<file path="src/rtl/pid_pkg.sv">
// Shared definitions for the PID gain loader and the PID controller:
// load-sequence states, gain-code width and named gain codes.
package pid_pkg;

  localparam int GAIN_CODE_W = 4;

  typedef logic [GAIN_CODE_W-1:0] gain_code_t;

  typedef enum logic [2:0] {
    ST_HOLD_RST = 3'd0,
    ST_SEND_KP  = 3'd1,
    ST_SEND_KI  = 3'd2,
    ST_SEND_KD  = 3'd3,
    ST_RUN      = 3'd4
  } state_e;

  localparam gain_code_t CODE_GAIN_0P0 = 4'd0;
  localparam gain_code_t CODE_GAIN_0P5 = 4'd5;
  localparam gain_code_t CODE_GAIN_1P0 = 4'd10;

  // Gain codes travel on the low nibble of the 8-bit setpoint bus.
  function automatic logic [7:0] code_to_bus(input gain_code_t code);
    return {4'h0, code};
  endfunction

endpackage

</file>
<file path="src/rtl/setpoint_slew_limiter.sv">
// Combinational slew limiter: moves sp_cur toward sp_target by at most
// SLEW_STEP without overshooting.
module setpoint_slew_limiter #(
  parameter int unsigned SLEW_STEP = 4
) (
  input  logic [7:0] sp_cur,
  input  logic [7:0] sp_target,
  output logic [7:0] sp_next
);

  localparam logic [7:0] STEP = 8'(SLEW_STEP);

  logic [8:0] diff_s;
  logic [7:0] mag_s;
  logic [7:0] step_s;

  // Bit 8 of the 9-bit difference is the direction (1 = cur above target).
  always_comb begin
    diff_s  = {1'b0, sp_target} - {1'b0, sp_cur};
    mag_s   = diff_s[8] ? (~diff_s[7:0] + 8'd1) : diff_s[7:0];
    step_s  = (mag_s < STEP) ? mag_s : STEP;
    sp_next = diff_s[8] ? (sp_cur - step_s) : (sp_cur + step_s);
  end

endmodule

</file>
<file path="src/rtl/pid_gain_loader.sv">
// Host-side loader: resets the PID controller, sends Kp/Ki/Kd codes on the
// setpoint bus, then streams a slew-limited setpoint.
module pid_gain_loader
  import pid_pkg::*;
#(
  parameter int unsigned RESET_CYCLES = 2,
  parameter int unsigned SLEW_STEP    = 4,
  parameter gain_code_t  DEFAULT_KP   = CODE_GAIN_1P0,
  parameter gain_code_t  DEFAULT_KI   = CODE_GAIN_0P0,
  parameter gain_code_t  DEFAULT_KD   = CODE_GAIN_0P0
) (
  input  logic                   clk,
  input  logic                   rst,
  input  logic                   cfg_valid,
  output logic                   cfg_ready,
  input  logic [GAIN_CODE_W-1:0] cfg_kp_code,
  input  logic [GAIN_CODE_W-1:0] cfg_ki_code,
  input  logic [GAIN_CODE_W-1:0] cfg_kd_code,
  input  logic [7:0]             sp_target,
  output logic                   pid_rst_n,
  output logic [7:0]             pid_setpoint,
  output logic                   busy
);

  localparam int CNT_W = (RESET_CYCLES > 1) ? $clog2(RESET_CYCLES) : 1;
  localparam logic [CNT_W-1:0] CNT_LAST = CNT_W'(RESET_CYCLES - 1);

  state_e           state_q, state_d;
  logic [CNT_W-1:0] cnt_q, cnt_d;
  gain_code_t       kp_q, kp_d, ki_q, ki_d, kd_q, kd_d;
  logic [7:0]       sp_cur_q, sp_cur_d;
  logic             pid_rst_n_q, pid_rst_n_d;
  logic [7:0]       pid_setpoint_q, pid_setpoint_d;
  logic             cfg_ready_q, cfg_ready_d;
  logic             busy_q, busy_d;
  logic [7:0]       sp_next_s;
  logic             accept_s;

  setpoint_slew_limiter #(.SLEW_STEP(SLEW_STEP)) u_slew (
    .sp_cur    (sp_cur_q),
    .sp_target (sp_target),
    .sp_next   (sp_next_s)
  );

  // Next state and next registered outputs; outputs are derived from state_d.
  always_comb begin
    accept_s       = cfg_valid && cfg_ready_q;
    state_d        = state_q;
    cnt_d          = cnt_q;
    kp_d           = kp_q;
    ki_d           = ki_q;
    kd_d           = kd_q;
    sp_cur_d       = sp_cur_q;
    pid_rst_n_d    = 1'b0;
    pid_setpoint_d = 8'd0;
    cfg_ready_d    = 1'b0;
    busy_d         = 1'b1;

    case (state_q)
      ST_HOLD_RST: begin
        if (cnt_q == CNT_LAST) begin
          state_d = ST_SEND_KP;
          cnt_d   = '0;
        end else begin
          cnt_d = cnt_q + CNT_W'(1);
        end
      end
      ST_SEND_KP: state_d = ST_SEND_KI;
      ST_SEND_KI: state_d = ST_SEND_KD;
      ST_SEND_KD: state_d = ST_RUN;
      ST_RUN: begin
        if (accept_s) begin
          kp_d     = cfg_kp_code;
          ki_d     = cfg_ki_code;
          kd_d     = cfg_kd_code;
          sp_cur_d = 8'd0;
          cnt_d    = '0;
          state_d  = ST_HOLD_RST;
        end else begin
          sp_cur_d = sp_next_s;
        end
      end
      default: begin
        state_d = ST_HOLD_RST;
        cnt_d   = '0;
      end
    endcase

    case (state_d)
      ST_HOLD_RST: begin
        pid_rst_n_d    = 1'b0;
        pid_setpoint_d = 8'd0;
      end
      ST_SEND_KP: begin
        pid_rst_n_d    = 1'b1;
        pid_setpoint_d = code_to_bus(kp_d);
      end
      ST_SEND_KI: begin
        pid_rst_n_d    = 1'b1;
        pid_setpoint_d = code_to_bus(ki_d);
      end
      ST_SEND_KD: begin
        pid_rst_n_d    = 1'b1;
        pid_setpoint_d = code_to_bus(kd_d);
      end
      ST_RUN: begin
        pid_rst_n_d    = 1'b1;
        pid_setpoint_d = sp_cur_d;
        cfg_ready_d    = 1'b1;
        busy_d         = 1'b0;
      end
      default: begin
        pid_rst_n_d    = 1'b0;
        pid_setpoint_d = 8'd0;
      end
    endcase
  end

  // State, code registers and registered outputs.
  always_ff @(posedge clk or posedge rst) begin
    if (rst) begin
      state_q        <= ST_HOLD_RST;
      cnt_q          <= '0;
      kp_q           <= DEFAULT_KP;
      ki_q           <= DEFAULT_KI;
      kd_q           <= DEFAULT_KD;
      sp_cur_q       <= 8'd0;
      pid_rst_n_q    <= 1'b0;
      pid_setpoint_q <= 8'd0;
      cfg_ready_q    <= 1'b0;
      busy_q         <= 1'b1;
    end else begin
      state_q        <= state_d;
      cnt_q          <= cnt_d;
      kp_q           <= kp_d;
      ki_q           <= ki_d;
      kd_q           <= kd_d;
      sp_cur_q       <= sp_cur_d;
      pid_rst_n_q    <= pid_rst_n_d;
      pid_setpoint_q <= pid_setpoint_d;
      cfg_ready_q    <= cfg_ready_d;
      busy_q         <= busy_d;
    end
  end

  assign cfg_ready    = cfg_ready_q;
  assign pid_rst_n    = pid_rst_n_q;
  assign pid_setpoint = pid_setpoint_q;
  assign busy         = busy_q;

endmodule

</file>
<file path="config.mk">
export PLATFORM = sky130hd
export DESIGN_NAME = pid_gain_loader
export DESIGN_NICKNAME = d
export VERILOG_FILES = /design/src/rtl/pid_pkg.sv /design/src/rtl/setpoint_slew_limiter.sv /design/src/rtl/pid_gain_loader.sv
export SDC_FILE = /design/constraint.sdc
export NUM_CORES = 1
export LEC_CHECK = 0
export CORE_MARGIN = 5
export CORE_UTILIZATION = 59
export DETAILED_ROUTE_END_ITERATION = 8
export GPL_ROUTABILITY_DRIVEN = 0
export PLACE_DENSITY = 0.95
export SYNTH_ARGS = -nofsm -noshare
export SYNTH_HDL_FRONTEND = slang
export SYNTH_SLANG_ARGS = --single-unit
</file>
<file path="constraint.sdc">
create_clock -name clk -period 15.7 [get_ports clk]
set_input_delay 1.57 -clock clk [delete_from_list [all_inputs] [get_ports clk]]
set_output_delay 1.57 -clock clk [all_outputs]
set_load 0.1 [all_outputs]
</file>
After elaboration in Yosys (flattened, before gate mapping)

Cells that the tools add are included.

Bits in latches: 0
Logic and storage cells: 53
Memories: 0
Flip-flop bits (word level): 35
Memory bits (read-only): 0
Bits in writable memories: 0

Bitwise operators: 2
Reduce and logical (&&, ||, !) cells: 5
$lt $le $gt $ge: 1
Div/mod/pow operators: 0
Shift-type cells: 0
Multiplexer cells: 21
Eq/ne operators: 9
$add $sub $neg: 5
Multiply operators: 0

Operator list:

| cell                | count |
|---|---|
| $mux 8              | 5 |
| $pmux 8 s4          | 1 |
| $mux 4              | 6 |
| $pmux 3 s5          | 1 |
| $eq 3x2->1 const B  | 4 |
| $sub 8x8->9         | 1 |
| $add 8x1->8 const B | 1 |
| $add 8x8->8         | 1 |
| $lt 8x3->1 const B  | 1 |
| $not 8->8           | 1 |
| $sub 8x8->8         | 1 |
| $eq 3x1->1 const B  | 2 |
| $eq 3x3->1 const B  | 2 |
| $mux 3              | 2 |
| $mux 1              | 5 |
| $reduce_or 4->1     | 1 |
| $logic_not 3->1     | 1 |
| $pmux 1 s3          | 1 |
| $reduce_or 3->1     | 1 |
| $ne 2x2->1 const B  | 1 |
| $reduce_and 2->1    | 1 |
| $add 1x1->1 const B | 1 |
| $logic_and 1x1->1   | 1 |
| $not 1->1           | 1 |

Longest topological paths before layout

Depth in word-level cells: 11
Gate-level depth with buffers: 23

Hierarchy

A second synthesis with hierarchy kept.

Cell total of the unflattened synthesis: 229
Area, all modules: 2423.6 um^2

By module, submodules not included:

| module                | times used | area an instance (um^2) | cells each |
|---|---|---|---|
| pid_gain_loader       | 1          | 1511.4                  | 107 |
| setpoint_slew_limiter | 1          | 912.1                   | 122 |

Worst setup path before layout

OpenSTA, ideal clock, no wires.

Kind: input to register
Start point: input sp_target[0]
End point: register pid_setpoint_q[7], in the netlist pid_setpoint[7]
Data arrival time: 6.090 ns
Buffers on the path: 0
Required time: 15.570 ns
Library setup time: 0.130 ns
Path slack: 9.481 ns
Stages: 22
Path through: inv_1 > ha_1 > fa_1 > nor2b_4 > o22ai_1 > xnor2_1 > nand2_1 > o31a_2 > xnor3_1 > nand3_2 > a211o_1 > ha_1 > a21oi_1 > ha_1 > a21o_1 > a21o_1 > a21o_1 > a2111oi_0 > nor3_1 > xnor2_1 > xnor2_1 > o22ai_1

Cells in the longest elaborated chain, start to end: 11
Elaborated cells between the ends (all ways): 12
Classes of those cells: add/sub: 4; order compare: 1; mux: 6; bitwise: 1

RTL lines:

| item                                              | RTL line                    | RTL |
|---|---|---|
| start: declaration                                | pid_gain_loader.sv:19       | `input logic [7:0] sp_target,` |
| $sub 8x8->9 *                                     | setpoint_slew_limiter.sv:19 | `diff_s = {1'b0, sp_target} - {1'b0, sp_cur};` |
| $not 8->8                                         | setpoint_slew_limiter.sv:20 | `mag_s = diff_s[8] ? (~diff_s[7:0] + 8'd1) : diff_s[7:0];` |
| $add 8x1->8                                       | setpoint_slew_limiter.sv:20 |  |
| $mux 8                                            | setpoint_slew_limiter.sv:20 |  |
| $lt 8x3->1                                        | setpoint_slew_limiter.sv:21 | `step_s = (mag_s < STEP) ? mag_s : STEP;` |
| $mux 8                                            | setpoint_slew_limiter.sv:21 |  |
| $add 8x8->8 / $sub 8x8->8 (equally long branches) | setpoint_slew_limiter.sv:22 | `sp_next = diff_s[8] ? (sp_cur - step_s) : (sp_cur + step_s);` |
| $mux 8 *                                          | setpoint_slew_limiter.sv:22 |  |
| $mux 8 *                                          | pid_gain_loader.sv:72       | `if (accept_s) begin` |
| $mux 8 *                                          | pid_gain_loader.sv:59       | `case (state_q)` |
| $pmux 8 s4 *                                      | pid_gain_loader.sv:89       | `case (state_d)` |
| via pid_setpoint_d[7]                             | pid_gain_loader.sv:33       | `logic [7:0] pid_setpoint_q, pid_setpoint_d;` |
| end signal: assignment                            | pid_gain_loader.sv:140      | `pid_setpoint_q <= pid_setpoint_d;` |
| end: declaration                                  | pid_gain_loader.sv:33       |  |

Mark *: on every way through the listed nets, which the timed path passes. The rest lies on a longest branch.
A chain may end at the register's enable or synchronous reset.

Worst setup path in the final report

Same ends and word-level chain as after synthesis.

==> results.md <==
- Outcome: complete, no violations
- Mux share of post-synthesis cell area: 0.0622
- RSZ-0062 raised after global routing: false
- Minimum clock period: 6.90 ns
- Fillers: 244
- Die Area: 0.00531 mm^2
- First drt pass iteration count: 4
- Share of cells above drive strength 1: 0.134
- Antenna violations before repair: 0
- Rows: 22
- Syn_area_per_cell: 9.72 um^2
- Cts bufs inserted: 5
- Synth Area in Adders: 0.108
- Maximum capacitance violations: 0
- Via count: 1970
- Pin count of the biggest net entering global routing: 36
- Clock sink total: 35
- Post-synth EDFFs: 0
- Fmax: 0.145 GHz
- Longest Clk Path Bufs: 2
- Crit path DAT: 7.07 ns
- Xor and xnor area share after synthesis: 0.0585
- Largest family of logic cells by synthesized area: compound AO/OA/AOI/OAI gates
- Mapped Nets: 282
- Hold Path Class: flop to flop
- Crit start category: input pin
- Synth warn: 0
- Number of port buffers: 33
- Fin cells: 325
- Setup violations, final: 0
- Setup TNS: 0 ns
- GRT Util Overall: 0.221
- Post-synthesis compound-gate area fraction: 0.183
- Synth cell types: 53
- # diodes: 0
- Placed insts: 317
- Clk slew on worst S/H paths: 0.08 ns
- CORE AREA: 0.00374 mm^2
- Post-route DRC: 0
- Total grt overflow: 0
- FF/Latch Area: 880 um^2
- Highest metal used: met4
- Die Span X: 72.9 um
- Max transition margin: 0.321
- Worst-Margin Slew: 1.02 ns
- 1st-iter DRT viols: 128
- CTS tree: done
- Skew final: 0.00788 ns
- Required @ worst endpoint: 15.87 ns
- Clock Tree Root: clkbuf_8
- Layout Nets: 318
- Layout area overhead: 21.4%
- Mapped Area: 0.00233 mm^2
- Hold Violations, Final: 0
- Gates resized, CTS repair: 0
- Die Y: 72.9 um
- IO Pins: 34
- Vias in the first global route: 2051
- Wirelength per Cell: 16.7 um
- Part of the Yosys area used for sequential elements: 0.377
- Simple-gate share of the synthesized area: 0.158
- Hold buffers post-CTS: 0
- Critical path class: input pin to flop
- Synth Instances: 240
- Slew Limit Fails: 0
- Antenna viol nets, final: 0
- Later-pin clock latency in the skew report: 0.29 ns
- Multi-input logic area: 0.00133 mm^2
- Postcts setup bufs: 0
- Wl on met1: 2280 um
- Yosys reg bits: 35
- First-pass GRT wire length: 9240 um
- Post-DP HPWL: 3760 um
- Initial core utilization: 0.623
- Async set or reset register ratio after synthesis: 1.00
- DR WL met2: 2800 um
- Most used DFF post-synth: dfrtp_1
- WL final: 5440 um
- Critical Path Sink Type: flop
- Vias per cell: 6.06
- CP Max Fanout: 7
- Period utilization: 0.440
- H-tree depth reported by CTS: 2
- Met3 WL post-DR: 278 um
## flip-flops by register name, indices dropped and copies added, names as in the netlist
| register | cells |
|---|---|
| state_q | 3 |
| pid_rst_n | 1 |
| ki_q | 4 |
| kp_q | 4 |
| busy | 1 |
| sp_cur_q | 8 |
| cnt_q | 1 |
| cfg_ready | 1 |
| kd_q | 4 |
| pid_setpoint | 8 |
## stage by stage
step                setup WS (ns)  cell area [um^2]  hold WS, ns   util
floorplan                    9.48              2330        0.473      -
global placement             8.82              2690        0.482  0.720
detailed placement           8.57              2690        0.496  0.720
CTS                          8.85              2830        0.514  0.756
global route                 8.47              2830        0.525  0.756
finish                       8.80              2830        0.516  0.756
## layer usage
layer  global-route usage  up-vias
met2                0.395       73
li1                     -      925
met4               0.0697        0
met3               0.0386        8
met1                0.268      964
met5                    0        -
## critical path, cell delays in order
cell             delay (ns)
clkdlybuf4s50_1        0.45
inv_1                  0.04
ha_1                   0.22
fa_1                   0.44
nor2b_4                0.16
o22ai_1                0.13
xnor2_1                0.43
nand2_1                0.13
o31a_2                 0.35
xnor3_1                0.25
nand3_2                0.14
a211o_1                0.31
ha_1                   0.29
a21oi_1                0.22
ha_1                   0.28
a21o_1                 0.18
a21o_1                 0.19
a21o_1                 0.19
a2111oi_0              0.39
nor3_1                 0.13
xnor2_1                0.25
xnor2_1                0.20
o22ai_1                0.12
## path summary, 6_finish.rpt
check                                           start  depth (start not counted)                   endpoint  slack [ns]
worst max-delay path                     sp_target[0]                         23  pid_setpoint[7]$_DFF_PP0_        8.80
worst min-delay path                kd_q[0]$_DFF_PP0_                          1          kd_q[0]$_DFF_PP0_        0.52
worst max register to register  sp_cur_q[5]$_DFF_PP0_                         20  pid_setpoint[7]$_DFF_PP0_       10.16
worst min register to register      kd_q[0]$_DFF_PP0_                          1          kd_q[0]$_DFF_PP0_        0.52
max in group asynchronous                         rst                          3          kp_q[1]$_DFF_PP1_       13.70
min in group asynchronous                         rst                          3      sp_cur_q[7]$_DFF_PP0_        1.66
## Yosys cell counts, types with 3 or more instances
library cell,n,area (um^2)
o211ai_1,4,30.0
xnor2_1,10,87.6
nor2_1,17,63.8
o21ai_0,18,90.1
nand4_1,3,18.8
and2_1,6,37.5
nand2_1,16,60.1
ha_1,17,213
o22ai_1,3,18.8
a21oi_1,9,45.0
a22oi_1,5,37.5
clkbuf_1,3,11.3
or2_1,3,18.8
xor2_1,3,26.3
inv_1,22,82.6
dfrtp_1,32,801
dfstp_2,3,78.8
nor2b_1,3,18.8
nand3_1,6,30.0
mux2_2,12,135
a21o_1,4,30.0
nor3_1,5,25.0
## kinds of logic after synthesis
family	Yosys count
compound gates	61
buf+inv	28
flops	35
mux	13
xor+xnor	14
fa+ha+maj	19
simple gates	70
## layout make-up
type                            count  area share
Inverter                           23      0.0305
Timing Repair Buffer               34       0.119
Sequential cell                    35       0.311
Clock buffer                        5      0.0243
Clock inverter                      3      0.0239
Multi-Input combinational cell    177       0.470
Tap cell                           48      0.0212
## placed cells by master, fill, tap and decap left out, drive strengths merged, types with 5 or more instances in the layout
| cell | n |
|---|---|
| a22oi | 5 |
| o21ai | 18 |
| a21oi | 9 |
| inv | 23 |
| xnor2 | 10 |
| nand3 | 7 |
| nor3 | 5 |
| clkdlybuf4s50 | 33 |
| and2 | 7 |
| dfrtp | 32 |
| ha | 17 |
| a21o | 5 |
| nor2 | 17 |
| clkbuf | 5 |
| nand2 | 16 |
| mux2 | 12 |
Power is left out: the tool's default activity adds up to more than one toggle a clock period on the data nets, which glitch-free logic cannot reach.
==> variant, RTL diff (same settings) <==
Re-encode `state_e` (5 states) as one-hot, 5 bits wide.
--- a/src/rtl/pid_pkg.sv
+++ b/src/rtl/pid_pkg.sv
@@ -6,12 +6,12 @@
 
   typedef logic [GAIN_CODE_W-1:0] gain_code_t;
 
-  typedef enum logic [2:0] {
-    ST_HOLD_RST = 3'd0,
-    ST_SEND_KP  = 3'd1,
-    ST_SEND_KI  = 3'd2,
-    ST_SEND_KD  = 3'd3,
-    ST_RUN      = 3'd4
+  typedef enum logic [4:0] {
+    ST_HOLD_RST = 5'b00001,
+    ST_SEND_KP  = 5'b00010,
+    ST_SEND_KI  = 5'b00100,
+    ST_SEND_KD  = 5'b01000,
+    ST_RUN      = 5'b10000
   } state_e;
 
   localparam gain_code_t CODE_GAIN_0P0 = 4'd0;
Behaviour: same outputs for any inputs over 10 cycles, from zero or initial values and one cycle with rst high; not proved beyond that.
==> variant against the original RTL <==
Largest cell class unchanged; sequential cell count grew 2; wire length grew 5.8%; worst setup slack gained 0.40 ns; design area grew 7.7%; area after synthesis grew 11%.
==> variant: results (changes against the original RTL) <==
<table>
<tr><th>Metric</th><th>Value</th></tr>
<tr><th colspan="2">Drt</th></tr>
<tr><td>WL met1</td><td>2430 um (+6.5%)</td></tr>
<tr><td>Overall via count from detail_route</td><td>2156 (+9.4%)</td></tr>
<tr><td>Routed met2 length</td><td>2950 um (+5.5%)</td></tr>
<tr><th colspan="2">Cells and area</th></tr>
<tr><td>Number of nets in the finished design</td><td>347 (+9.1%)</td></tr>
<tr><td>Filler Cell Count</td><td>321 (+32%)</td></tr>
<tr><td>Area added between synthesis and finish</td><td>17.8%</td></tr>
<tr><th colspan="2">Hold path</th></tr>
<tr><td>Worst min-delay path startpoint</td><td>kd_q[2]</td></tr>
<tr><td>Endpoint, Worst Hold</td><td>kd_q[2]</td></tr>
<tr><th colspan="2">Synth</th></tr>
<tr><td>Unique cell type count in the Yosys netlist</td><td>59 (+11%)</td></tr>
<tr><td>Total nets after synthesis</td><td>314 (+11%)</td></tr>
<tr><td>Most common library cells after synthesis</td><td>dfrtp_1 (33), nand2_1 (26), inv_1 (20)</td></tr>
<tr><td>Proportion of synthesized chip area in sequential cells</td><td>0.360 (-0.0176)</td></tr>
<tr><td>Cell types occupying the most area after synthesis</td><td>dfrtp_1 (32%), ha_1 (8.2%), mux2_2 (5.2%), dfstp_2 (4.1%), nand2_1 (3.8%)</td></tr>
<tr><th colspan="2">Global route</th></tr>
<tr><td>Global routing usage on met2</td><td>0.352 (-0.0429)</td></tr>
<tr><td>Largest net degree at the start of global routing</td><td>38 (+5.6%)</td></tr>
<tr><td>Met1 usage in global routing</td><td>0.253 (-0.0150)</td></tr>
<tr><td>Global-route wire length before repair</td><td>9940 um (+7.5%)</td></tr>
<tr><td>Global routing usage on met3</td><td>0.0437 (+0.00517)</td></tr>
<tr><th colspan="2">Timing</th></tr>
<tr><td>Final Hold Slack</td><td>0.505 ns (-0.0110 ns)</td></tr>
<tr><td>Least-Margin Pin Slew</td><td>1.25 ns (+0.231 ns)</td></tr>
<tr><th colspan="2">Critical path</th></tr>
<tr><td>Worst setup slack for register-to-register paths</td><td>10.55 ns (+0.39 ns)</td></tr>
<tr><td>Worst-path maximum fanout</td><td>8 (+1)</td></tr>
<tr><td>Slowest cell delay on critical path</td><td>0.47 ns (+0.02 ns)</td></tr>
<tr><td>Worst EP arrival</td><td>6.65 ns (-0.42 ns)</td></tr>
<tr><td>Cell with the largest stage delay on the worst path</td><td>fa_1</td></tr>
<tr><th colspan="2">Run status</th></tr>
<tr><td>Status</td><td>completed</td></tr>
</table>
## variant: cell families after synthesis
| group | count (synthesis) | synth area share |
|---|---|---|
| xor gates and xnor gates | 12 | 0.0464 |
| AOI/OAI and AO/OA | 72 | 0.198 |
| buffers and inverters | 28 | 0.0532 |
| muxes | 15 | 0.0638 |
| adders and majority gates | 19 | 0.0976 |
| DFF | 37 | 0.360 |
| and+or+nand+nor | 89 | 0.182 |
## variant: per-stage QoR
stage	area, sq um	instances	setup WS [ns]	total power, mW
5_1_grt	3050	358	8.87	0.713
4_1_cts	3050	358	9.27	0.658
2_1_floorplan	2590	272	9.87	0.490
3_5_place_dp	2930	350	8.99	0.569
6_report	3050	358	9.20	0.663
3_3_place_gp	2930	350	9.15	0.547
## variant: area by class of cell
class,count,share of cell area
clock buffer,6,0.0271
clock inverter,2,0.0123
inverter,20,0.0246
multi-input combinational,207,0.499
sequential,37,0.305
tap,52,0.0213
timing repair buffer,34,0.111
